[src/rtl/enc164_req_latch_pkg.sv]
// Shared types and sizes for the 16-to-4 request latch/encoder.
package enc_pkg;
    localparam int N_IN   = 16;
    localparam int CODE_W = 4;

    typedef enum logic {IDLE, PRESENT} enc_state_t;
    typedef logic [N_IN-1:0] req_vec_t;
endpackage

[src/rtl/prio_enc16.sv]
// Combinational priority encoder: index of the highest set bit plus an any-set flag.
module prio_enc16
    import enc_pkg::*;
(
    input  req_vec_t          vec,
    output logic [CODE_W-1:0] idx,
    output logic              any
);
    always_comb begin
        idx = '0;
        any = 1'b0;
        // Ascending scan, so the last hit is the highest index.
        for (int i = 0; i < N_IN; i++) begin
            if (vec[i]) begin
                idx = CODE_W'(i);
                any = 1'b1;
            end
        end
    end
endmodule

[src/rtl/enc164_req_latch.sv]
// Latches rising request edges into sticky pending bits and presents the
// highest pending index through a valid/ack handshake.
module enc164_req_latch
    import enc_pkg::*;
(
    input  logic              clk,
    input  logic              rst_n,
    input  logic              enable,
    input  logic [N_IN-1:0]   req,
    output logic [CODE_W-1:0] code,
    output logic              valid,
    input  logic              ack,
    output logic [N_IN-1:0]   pending,
    output logic              lost
);
    req_vec_t          req_q;
    req_vec_t          rise;
    req_vec_t          clr;
    req_vec_t          pend_nxt;
    enc_state_t        state;
    logic [CODE_W-1:0] top_idx;
    logic              top_any;

    prio_enc16 u_prio (
        .vec (pending),
        .idx (top_idx),
        .any (top_any)
    );

    // A rise in the same cycle as its own clear wins and is not counted as lost.
    always_comb begin
        rise = req & ~req_q & {N_IN{enable}};
        clr  = '0;
        if (state == PRESENT && ack)
            clr[code] = 1'b1;
        pend_nxt = (pending & ~clr) | rise;
    end

    always_ff @(posedge clk or negedge rst_n) begin
        if (!rst_n) begin
            req_q   <= '0;
            pending <= '0;
            lost    <= 1'b0;
            code    <= '0;
            state   <= IDLE;
        end else begin
            req_q   <= req;
            pending <= pend_nxt;
            lost    <= |(rise & pending & ~clr);
            if (state == IDLE) begin
                if (top_any) begin
                    code  <= top_idx;
                    state <= PRESENT;
                end
            end else if (ack) begin
                state <= IDLE;
            end
        end
    end

    assign valid = (state == PRESENT);
endmodule

[config.mk]
export PLATFORM = sky130hd
export DESIGN_NAME = enc164_req_latch
export DESIGN_NICKNAME = d
export VERILOG_FILES = /design/src/rtl/enc164_req_latch_pkg.sv /design/src/rtl/prio_enc16.sv /design/src/rtl/enc164_req_latch.sv
export SDC_FILE = /design/constraint.sdc
export NUM_CORES = 1
export LEC_CHECK = 0
export ABC_AREA = 0
export BUFFER_PORTS_ARGS = -buffer_cell sky130_fd_sc_hd__buf_2
export CORE_ASPECT_RATIO = 1.5
export CORE_MARGIN = 2
export CORE_UTILIZATION = 52
export DETAILED_ROUTE_END_ITERATION = 12
export GPL_TIMING_DRIVEN = 0
export PLACE_DENSITY = 0.9
export SYNTH_ARGS = -nofsm -noshare
export SYNTH_HDL_FRONTEND = slang
export SYNTH_HIERARCHICAL = 1
export SYNTH_SLANG_ARGS = --single-unit
[constraint.sdc]
create_clock -name clk -period 2.34 [get_ports clk]
set_input_delay 0.117 -clock clk [delete_from_list [all_inputs] [get_ports clk]]
set_output_delay 0.117 -clock clk [all_outputs]
set_load 0.01 [all_outputs]
# Word-level counts from Yosys, hierarchy flattened
# Index checks and enable logic that the tools add are counted.
[word_totals]
reg_bits = 38
output_inout_bits = 22
[classes]
magnitude_cmp = 2
muxes = 37
bitwise_logic = 9
reduce_logical = 4
[op_table]
columns = ["cell", "count"]
rows = [
  ["16-bit bitwise AND", 5],
  ["4-bit two-way mux", 8],
  ["16-bit NOT", 2],
  ["1-bit two-way mux", 21],
  ["16-bit two-way mux", 1],
  ["16-bit OR", 1],
  ["16-bit OR reduction", 1],
  ["3-bit two-way mux", 4],
  ["4-bit by 5-bit less-than comparator with 1-bit output, second input constant", 1],
  ["1-bit demux with 4-bit select", 1],
  ["4-bit by 1-bit greater-or-equal comparator with 1-bit output, second input constant", 1],
  ["2-bit two-way mux", 2],
  ["1-bit logical AND", 2],
  ["2-bit AND reduction", 1],
  ["1-bit NOT", 1],
]

# Longest topological paths before layout
# Gate-level depths: netlist of the first run.
[depth]
word_depth = 18
mapped_depth = 6

# Modules after synthesis
# The synthesis of the first run kept the hierarchy.
[by_module_without_submodules]
columns = ["module", "n_inst", "cells_per_inst", "area_per_inst_um2", "seq_area_each_um2"]
rows = [
  ["enc164_req_latch", 1, 127, 1524.0, 950.9],
  ["prio_enc16", 1, 29, 161.4, 0.0],
]

# Worst setup path after synthesis of the first run
# Ideal clock, no wire load.
[synth_timing]
path_type = "register to register"
from = "reg code[1]"
to = "reg lost"
setup_ns = 0.139
t_arrival_ns = 1.601
path_slack_ns = 0.601
path_stages_with_launch = 6
n_path_buf = 0
period_less_slack_ns = 1.739
cell_sequence = "dfrtp_1 > and4b_4 > a31oi_1 > nor4_1 > o2111ai_1 > or4_1"
[synth_between]
elab_chain_len = 8
word_cells_on_any_way = 9
classes_between = "order compare (2); mux (3); bitwise (2); reduce/logical (2)"
[synth_lines]
columns = ["item", "line_no", "text"]
rows = [
  ["from (decl)", "enc164_req_latch.sv:10", "output logic [CODE_W-1:0] code,"],
  ["from (signal assigned)", "enc164_req_latch.sv:52", "code <= top_idx;"],
  ["4-bit by 5-bit less-than comparator with 1-bit output (implied by the code) / 4-bit by 1-bit greater-or-equal comparator with 1-bit output (equally long branches)", "enc164_req_latch.sv:35", "clr[code] = 1'b1;"],
  ["1-bit logical AND (implied by the code)", "enc164_req_latch.sv:35", ""],
  ["1-bit two-way mux (implied by the code)", "enc164_req_latch.sv:35", ""],
  ["1-bit demux with 4-bit select *", "enc164_req_latch.sv:35", ""],
  ["16-bit two-way mux *", "enc164_req_latch.sv:34", "if (state == PRESENT && ack)"],
  ["16-bit NOT *", "enc164_req_latch.sv:49", "lost <= |(rise & pending & ~clr);"],
  ["16-bit bitwise AND *", "enc164_req_latch.sv:49", ""],
  ["16-bit OR reduction *", "enc164_req_latch.sv:49", ""],
  ["to (signal assigned)", "enc164_req_latch.sv:49", ""],
  ["to (decl)", "enc164_req_latch.sv:14", "output logic lost"],
]
# Every way passes the cells marked *; elsewhere a longest branch is shown, timed or not.
# A chain may end at the register's enable or synchronous reset.

# Final worst setup path of the first run
[layout_timing]
from = "reg state, in the netlist valid"
to = "reg lost"
[layout_between]
elab_chain_len = 5
[layout_lines]
columns = ["item", "line_no", "text"]
rows = [
  ["from (decl)", "enc164_req_latch.sv:20", "enc_state_t state;"],
  ["from (signal assigned)", "enc164_req_latch.sv:45", "state <= IDLE;"],
  ["from (signal assigned)", "enc164_req_latch.sv:53", "state <= PRESENT;"],
  ["from (signal assigned)", "enc164_req_latch.sv:56", "state <= IDLE;"],
  ["1-bit logical AND", "enc164_req_latch.sv:34", ""],
  ["16-bit two-way mux", "enc164_req_latch.sv:34", ""],
  ["16-bit NOT", "enc164_req_latch.sv:49", ""],
  ["16-bit bitwise AND", "enc164_req_latch.sv:49", ""],
  ["16-bit OR reduction", "enc164_req_latch.sv:49", ""],
]
# Every way passes these cells.

==> results.md, run 1 <==
* Fin crit share at 84.9%
* Fin. max-slew vios at 0
* Hold WC Path Type: input port to flip-flop
* Latest clock arrival within the worst-skew pair at 0.29 ns
* Rows at 25
* Total number of H-tree levels at 2
* Main synth FF type: dfrtp_1
* Post-Route WL at 4230 um
* Post-synthesis sequential area ratio at 56.4%
* Setup Buffers After CTS at 0
* Required time of the worst setup path at 2.50 ns
* Startpoint Class: flip-flop
* Final Non-Filler Cells at 261
* Hold buffers post-CTS at 17
* CTS buffer count at 5
* Full die area at 3720 um^2
* Final net count at 241
* Worst-path cell chain: nand4_1, o31ai_1, o221ai_1, or4_1
* Endpoint type of the worst setup path: flip-flop
* FMAX at 503 MHz
* Design Area, Final at 2190 um^2
* Clk buf depth at 2
* Synthesis-to-layout area growth at 29.8%
* Die Ht at 73.7 um
* Unrepaired setup endpoints after global routing: no
* Share of cells above drive strength 1 at 26.2%
* TritonCTS Sinks at 38
* Main area contributors after synthesis: dfrtp_1, nand3b_1, nand2_1, mux2_2, nand4b_1
* Routability cong. at 0.919
* First-pass GRT wire length at 7000 um
* Post-Synthesis Net Count at 176
* Slew Limit Headroom at 46.5%
* Placed Area at 1940 um^2
* Synthesized flop and latch total at 38
* Crit-path max cell delay at 0.55 ns
* Slowest-stage cell, CP: or4_1
* ANT cells at 0
* Initial Util at 53.9%
* Vias at 1,469
* Ys async rst share at 100%
* Clock Skew at 0.00303 ns
* Number of flops mapped to enable cells by yosys at 0
* Setup violators final at 0
* Actual slew at the worst max-slew pin at 0.803 ns
* DRC Markers at 0
* Clock slew at reported path FFs at 0.06 ns
* Cells after synthesis at 156
* Grt ovf at 0
* I/O pin count at 42
* Die W at 50.5 um
* Synth top cells by count: dfrtp_1, nand2_1, nand3b_1
* Post-cts sizing count at 0
* Initial antenna violation count at 0
* Core Area at 3130 um^2
* LEAKAGE at 0.872 nW
* Setup TNS at 0 ns
* GR Util All Layers at 26.2%
* Largest net degree at the start of global routing at 39
* Syn Std Cell Area at 1690 um^2
* Power density over the cells at 747 nW/um^2
* CTS Root Cell: clkbuf_8
* Crit Path Class: flip-flop to flip-flop
* DRT antenna net count at 0
* Max-cap violations at 0
* Input/output buffers at 41
* Yosys warning total at 6
* Leading area contributor after synthesis: dfrtp_1
* DR WL/cell at 16.2 um
* Post-DP HPWL at 3080 um
* TritonRoute pass-1 iters at 4
* Count leader, synth: dfrtp_1
* Arrival time worst endpoint at 2.15 ns
* Initial DRC count at 30
* Placed cell count at 237
* Cell variety after synth at 38
* VDD IR-drop max at 0.686 mV
* Via/cell ratio at 5.63
* Vias in the first global route at 1,506
* Top cell type's share of synthesized area at 56.4%
* Final period demand of the worst path at 1.99 ns
* Avg Cell Area, Syn at 10.8 um^2
* Status: completed
* CTS tree: built
* Fin. Hold Viols at 0
* Crit Path Max Fanout at 8
per-layer routing:
layer	track usage (%)	up-vias	wire, um
met1	32.1	704	1730
met4	16.2	0	192
met2	41.2	46	2080
li1	-	704	-
met5	0	-	0
met3	6.91	15	227
flip-flops by register name, indices dropped and copies added, names as in the netlist:
name and flops:
lost 1, pending 16, req_q 16, code 4, valid 1
critical path, delay by kind of cell (launching register included):
family | cells | cell delay [ns]
DFF | 1 | 0.48
AOI/OAI and AO/OA | 2 | 0.60
and+or+nand+nor | 2 | 0.78
through the flow:
stage               power (mW)  hold WS (ns)  util (%)  worst slack [ns]
detailed placement        1.21         0.243      62.0             0.406
global route              1.72         0.164      69.9             0.226
CTS                       1.64         0.144      69.9             0.378
finish                    1.63         0.146      69.9             0.353
floorplan                 1.04        -0.179         -             0.601
global placement          1.20         0.237      62.0             0.384
logic make-up after synthesis:
family                 share of synthesized area, %
flip-flops                                     56.4
buffers and inverters                          2.75
AND/OR/NAND/NOR                                25.3
AO/OA/AOI/OAI                                  12.8
multiplexers                                   2.67
cell type report:
| cell class | count | area, um^2 |
|---|---|---|
| plain buffers | 4 | 27.5 |
| inverters | 5 | 18.8 |
| repair buffers | 58 | 375 |
| fillers | 259 | 941 |
| well taps | 40 | 50.0 |
| clock buffers | 7 | 76.3 |
| flip-flops and latches | 38 | 951 |
| multi-input cells | 109 | 688 |
worst paths after layout:
check	from	endpoint	slack, ns	cells after the start
min in group asynchronous	rst_n	pending[7]	0.47	2
worst max register to register	valid	lost	0.35	4
worst max-delay path	valid	lost	0.35	4
worst min-delay path	ack	valid	0.15	3
max in group asynchronous	rst_n	code[1]	1.36	2
worst min register to register	req_q[13]	pending[13]	0.46	1
where the power goes:
group          internal [mW]  leakage, nW  switching (mW)
Combinational          0.187        0.441           0.192
Sequential             0.733        0.393           0.114
Clock                  0.204       0.0383           0.203
Total                   1.13        0.872           0.510
cell usage in the layout, fill, tap and decap left out, drive strengths merged, types with 2 or more instances in the layout:
cell type / instances
o22a: 2
nand3b: 13
buf: 44
a31oi: 3
nand2b: 5
o21ai: 10
nor2b: 4
dlygate4sd3: 17
nand4b: 5
nand4: 3
inv: 5
o31ai: 2
a32o: 2
clkbuf: 8
mux2: 4
nor4: 5
o22ai: 2
dfrtp: 38
nor2: 9
nand2: 23
Power figures use the tool's default switching activity.
==> run 2: changes to the inputs <==
--- a/config.mk
+++ b/config.mk
@@ -5,11 +5,11 @@
 export SDC_FILE = /design/constraint.sdc
 export NUM_CORES = 1
 export LEC_CHECK = 0
-export ABC_AREA = 0
+export ABC_AREA = 1
 export BUFFER_PORTS_ARGS = -buffer_cell sky130_fd_sc_hd__buf_2
 export CORE_ASPECT_RATIO = 1.5
 export CORE_MARGIN = 2
-export CORE_UTILIZATION = 52
+export CORE_UTILIZATION = 53
 export DETAILED_ROUTE_END_ITERATION = 12
 export GPL_TIMING_DRIVEN = 0
 export PLACE_DENSITY = 0.9
==> constraint.sdc (replaced) <==
create_clock -name clk -period 1.9 [get_ports clk]
set_input_delay 0.095 -clock clk [delete_from_list [all_inputs] [get_ports clk]]
set_output_delay 0.095 -clock clk [all_outputs]
set_load 0.01 [all_outputs]
==> results.md, run 2 <==
* Status: completed
* Die Ht at 77.6 um (+5.3%)
* Endpoint type of the worst setup path: flip-flop
* Full die area at 4120 um^2 (+11%)
* DR WL/cell at 11.4 um (-30%)
* Via/cell ratio at 4.73 (-16%)
* Final net count at 351 (+46%)
* Startpoint Class: flip-flop
* Number of flops mapped to enable cells by yosys at 0 (unchanged)
* Multi-input gate area at 702 um^2 (+2.0%)
* Largest regs: pending: 16 flops, req_q: 16 flops, code: 4 flops
* Syn Std Cell Area at 1910 um^2 (+14%)
* Hold WC Path Type: input port to flip-flop
* Ys async rst share at 100% (unchanged)
* Core Area at 3450 um^2 (+10%)
* Unrepaired setup endpoints after global routing: no
* TritonCTS Sinks at 38 (unchanged)
* Main synth FF type: dfrtp_1
* Vias at 1,769 (+20%)
* Filler instances at 305 (+18%)
* Synthesized flop and latch total at 38 (unchanged)
* Commonest non-fill, non-tap cell in the layout: nand2_1
* I/O pin count at 42 (unchanged)
* Power density over the cells at 875 nW/um^2 (+17%)
* Synthesis-to-layout area growth at 26.9%
* Routability cong. at 0.894 (-2.7%)
* Cell variety after synth at 17 (-55%)
* GR Util All Layers at 23.4% (-2.8 points)
* Fin. Hold Viols at 0 (unchanged)
* Initial Util at 55.5% (+1.6 points)
* Sequential Area at 951 um^2 (unchanged)
* Setup TNS at 0 ns (unchanged)
* LEAKAGE at 1.45 nW (+66%)
* Largest net degree at the start of global routing at 39 (unchanged)
* Initial DRC count at 57 (+90%)
* Actual slew at the worst max-slew pin at 0.839 ns (+0.0361 ns)
* Vias in the first global route at 1,679 (+11%)
* Post-synthesis sequential area ratio at 49.7% (-6.7 points)
* Share of cells above drive strength 1 at 19.0% (-7.3 points)
* Avg Cell Area, Syn at 7.17 um^2 (-34%)
* Post-cts sizing count at 0 (unchanged)
* DRT antenna net count at 0 (unchanged)
* Max-cap violations at 0 (unchanged)
* First-pass GRT wire length at 6990 um (-0.20%)
* CTS Root Cell: clkbuf_8
* Total number of H-tree levels at 2 (unchanged)
* Arrival time worst endpoint at 1.77 ns (-0.38 ns)
* Grt ovf at 0 (unchanged)
* Post-Synthesis Net Count at 287 (+63%)
* Final period demand of the worst path at 1.61 ns (-0.373 ns)
* Post-DP HPWL at 2970 um (-3.5%)
* Clock slew at reported path FFs at 0.07 ns (about the same)
* ANT cells at 0 (unchanged)
* TritonRoute pass-1 iters at 4 (unchanged)
* Fin crit share at 84.9% (about the same)
* Top cell type's share of synthesized area at 49.7% (-6.7 points)
* Latest clock arrival within the worst-skew pair at 0.30 ns (about the same)
* Crit Path Class: flip-flop to flip-flop
* Fin. max-slew vios at 0 (unchanged)
* Synth top cells by count: nand2_1, inv_1, dfrtp_1
* FMAX at 620 MHz (+23%)
* CTS tree: built
* Cells after synthesis at 267 (+71%)
* Hold WS at 0.0215 ns (-0.124 ns)
* DRC Markers at 0 (unchanged)
* Clock Skew at 0.00590 ns (+0.00288 ns)
* CTS buffer count at 5 (unchanged)
* Slew Limit Headroom at 44.0% (-2.4 points)
* Leading area contributor after synthesis: dfrtp_1
* Count leader, synth: nand2_1
* Clk buf depth at 2 (unchanged)
* Input/output buffers at 40 (-2.4%)
* Most frequent cells in the layout: nand2_1, inv_1, buf_2
* Main area contributors after synthesis: dfrtp_1, nand2_1, inv_1, nand3_1, nor2_1
* Die W at 53.1 um (+5.1%)
* VDD IR-drop max at 0.640 mV (-6.7%)
* Rows at 26 (+4.0%)
* Crit Path Max Fanout at 9 (+1)
* Setup violators final at 0 (unchanged)
* Required time of the worst setup path at 2.06 ns (-0.44 ns)
* Post-Route WL at 4270 um (+0.99%)
* Initial antenna violation count at 0 (unchanged)
* Yosys warning total at 6 (unchanged)
-- run 2: cell types whose count changed after synthesis, sizes merged, moves of 5 or more --
cell    delta
o21ai      -8
nand3b    -12
inv       +54
nor4       -5
nor2      +28
nand2     +70
nand3     +26
nand4b     -5
nand2b     -5
-- run 2: through the flow --
stage	power [mW]	utilization [%]	worst slack [ns]	instance area (um^2)	instances
2_1_floorplan	1.33	-	0.546	1910	267
3_3_place_gp	1.52	62.8	0.384	2170	349
3_5_place_dp	1.54	62.8	0.373	2170	349
4_1_cts	2.15	70.4	0.320	2430	374
5_1_grt	2.26	70.4	0.136	2430	374
6_report	2.13	70.4	0.286	2430	374
-- run 2: area by class of cell --
type                    instances  area share [%]
inverters                      61            9.99
clock inverters                 1           0.206
multi-input cells             166            28.9
clock buffers                   7            3.55
plain buffers                   2           0.773
well taps                      42            2.16
repair buffers                 57            15.2
flip-flops and latches         38            39.2
-- run 2: cells by family (layout without fill, tap and decap cells) --
group                  after synthesis  after routing  synth area share, %
AO/OA/AOI/OAI                        7              7                 2.03
buffers and inverters               63            128                 13.7
flip-flops                          38             38                 49.7
AND/OR/NAND/NOR                    159            159                 34.6
-- run 2: per-layer routing --
| layer | wire length, um | GRT usage (%) |
|---|---|---|
| met1 | 1680 | 24.9 |
| met2 | 2270 | 40.8 |
| met3 | 184 | 5.58 |
| met4 | 133 | 12.8 |
| met5 | 0 | 0 |
-- run 2: final timing paths --
| kind | startpoint | end | slack, ns | cells past startpoint |
|---|---|---|---|---|
| max | pending[8] | valid | 0.29 | 8 |
| min | ack | valid | 0.02 | 2 |
| max reg2reg | pending[8] | valid | 0.29 | 8 |
| min reg2reg | req_q[2] | pending[2] | 0.52 | 3 |
| max in group asynchronous | rst_n | req_q[0] | 0.93 | 2 |
| min in group asynchronous | rst_n | req_q[6] | 0.44 | 2 |
-- run 2: critical path: stages, from the launching register on --
cell,delay (ns)
dfrtp_1,0.42
nor2_1,0.23
nand2_1,0.08
nor2_1,0.11
inv_1,0.06
nor2_1,0.09
nand3_1,0.09
nand2_1,0.24
o21ai_0,0.15
-- run 2: report_power, final --
group	internal (mW)	switching, mW	total, mW
Clock	0.293	0.281	0.574
Sequential	0.902	0.0967	0.999
Combinational	0.205	0.348	0.553
Total	1.40	0.726	2.13
-- run 2: what timing repair did --
item / 4_1_cts / 5_1_grt
hold endpoints to repair: 54 / 0
hold buffers: 17 / 0
buffers inserted: 0 / 0
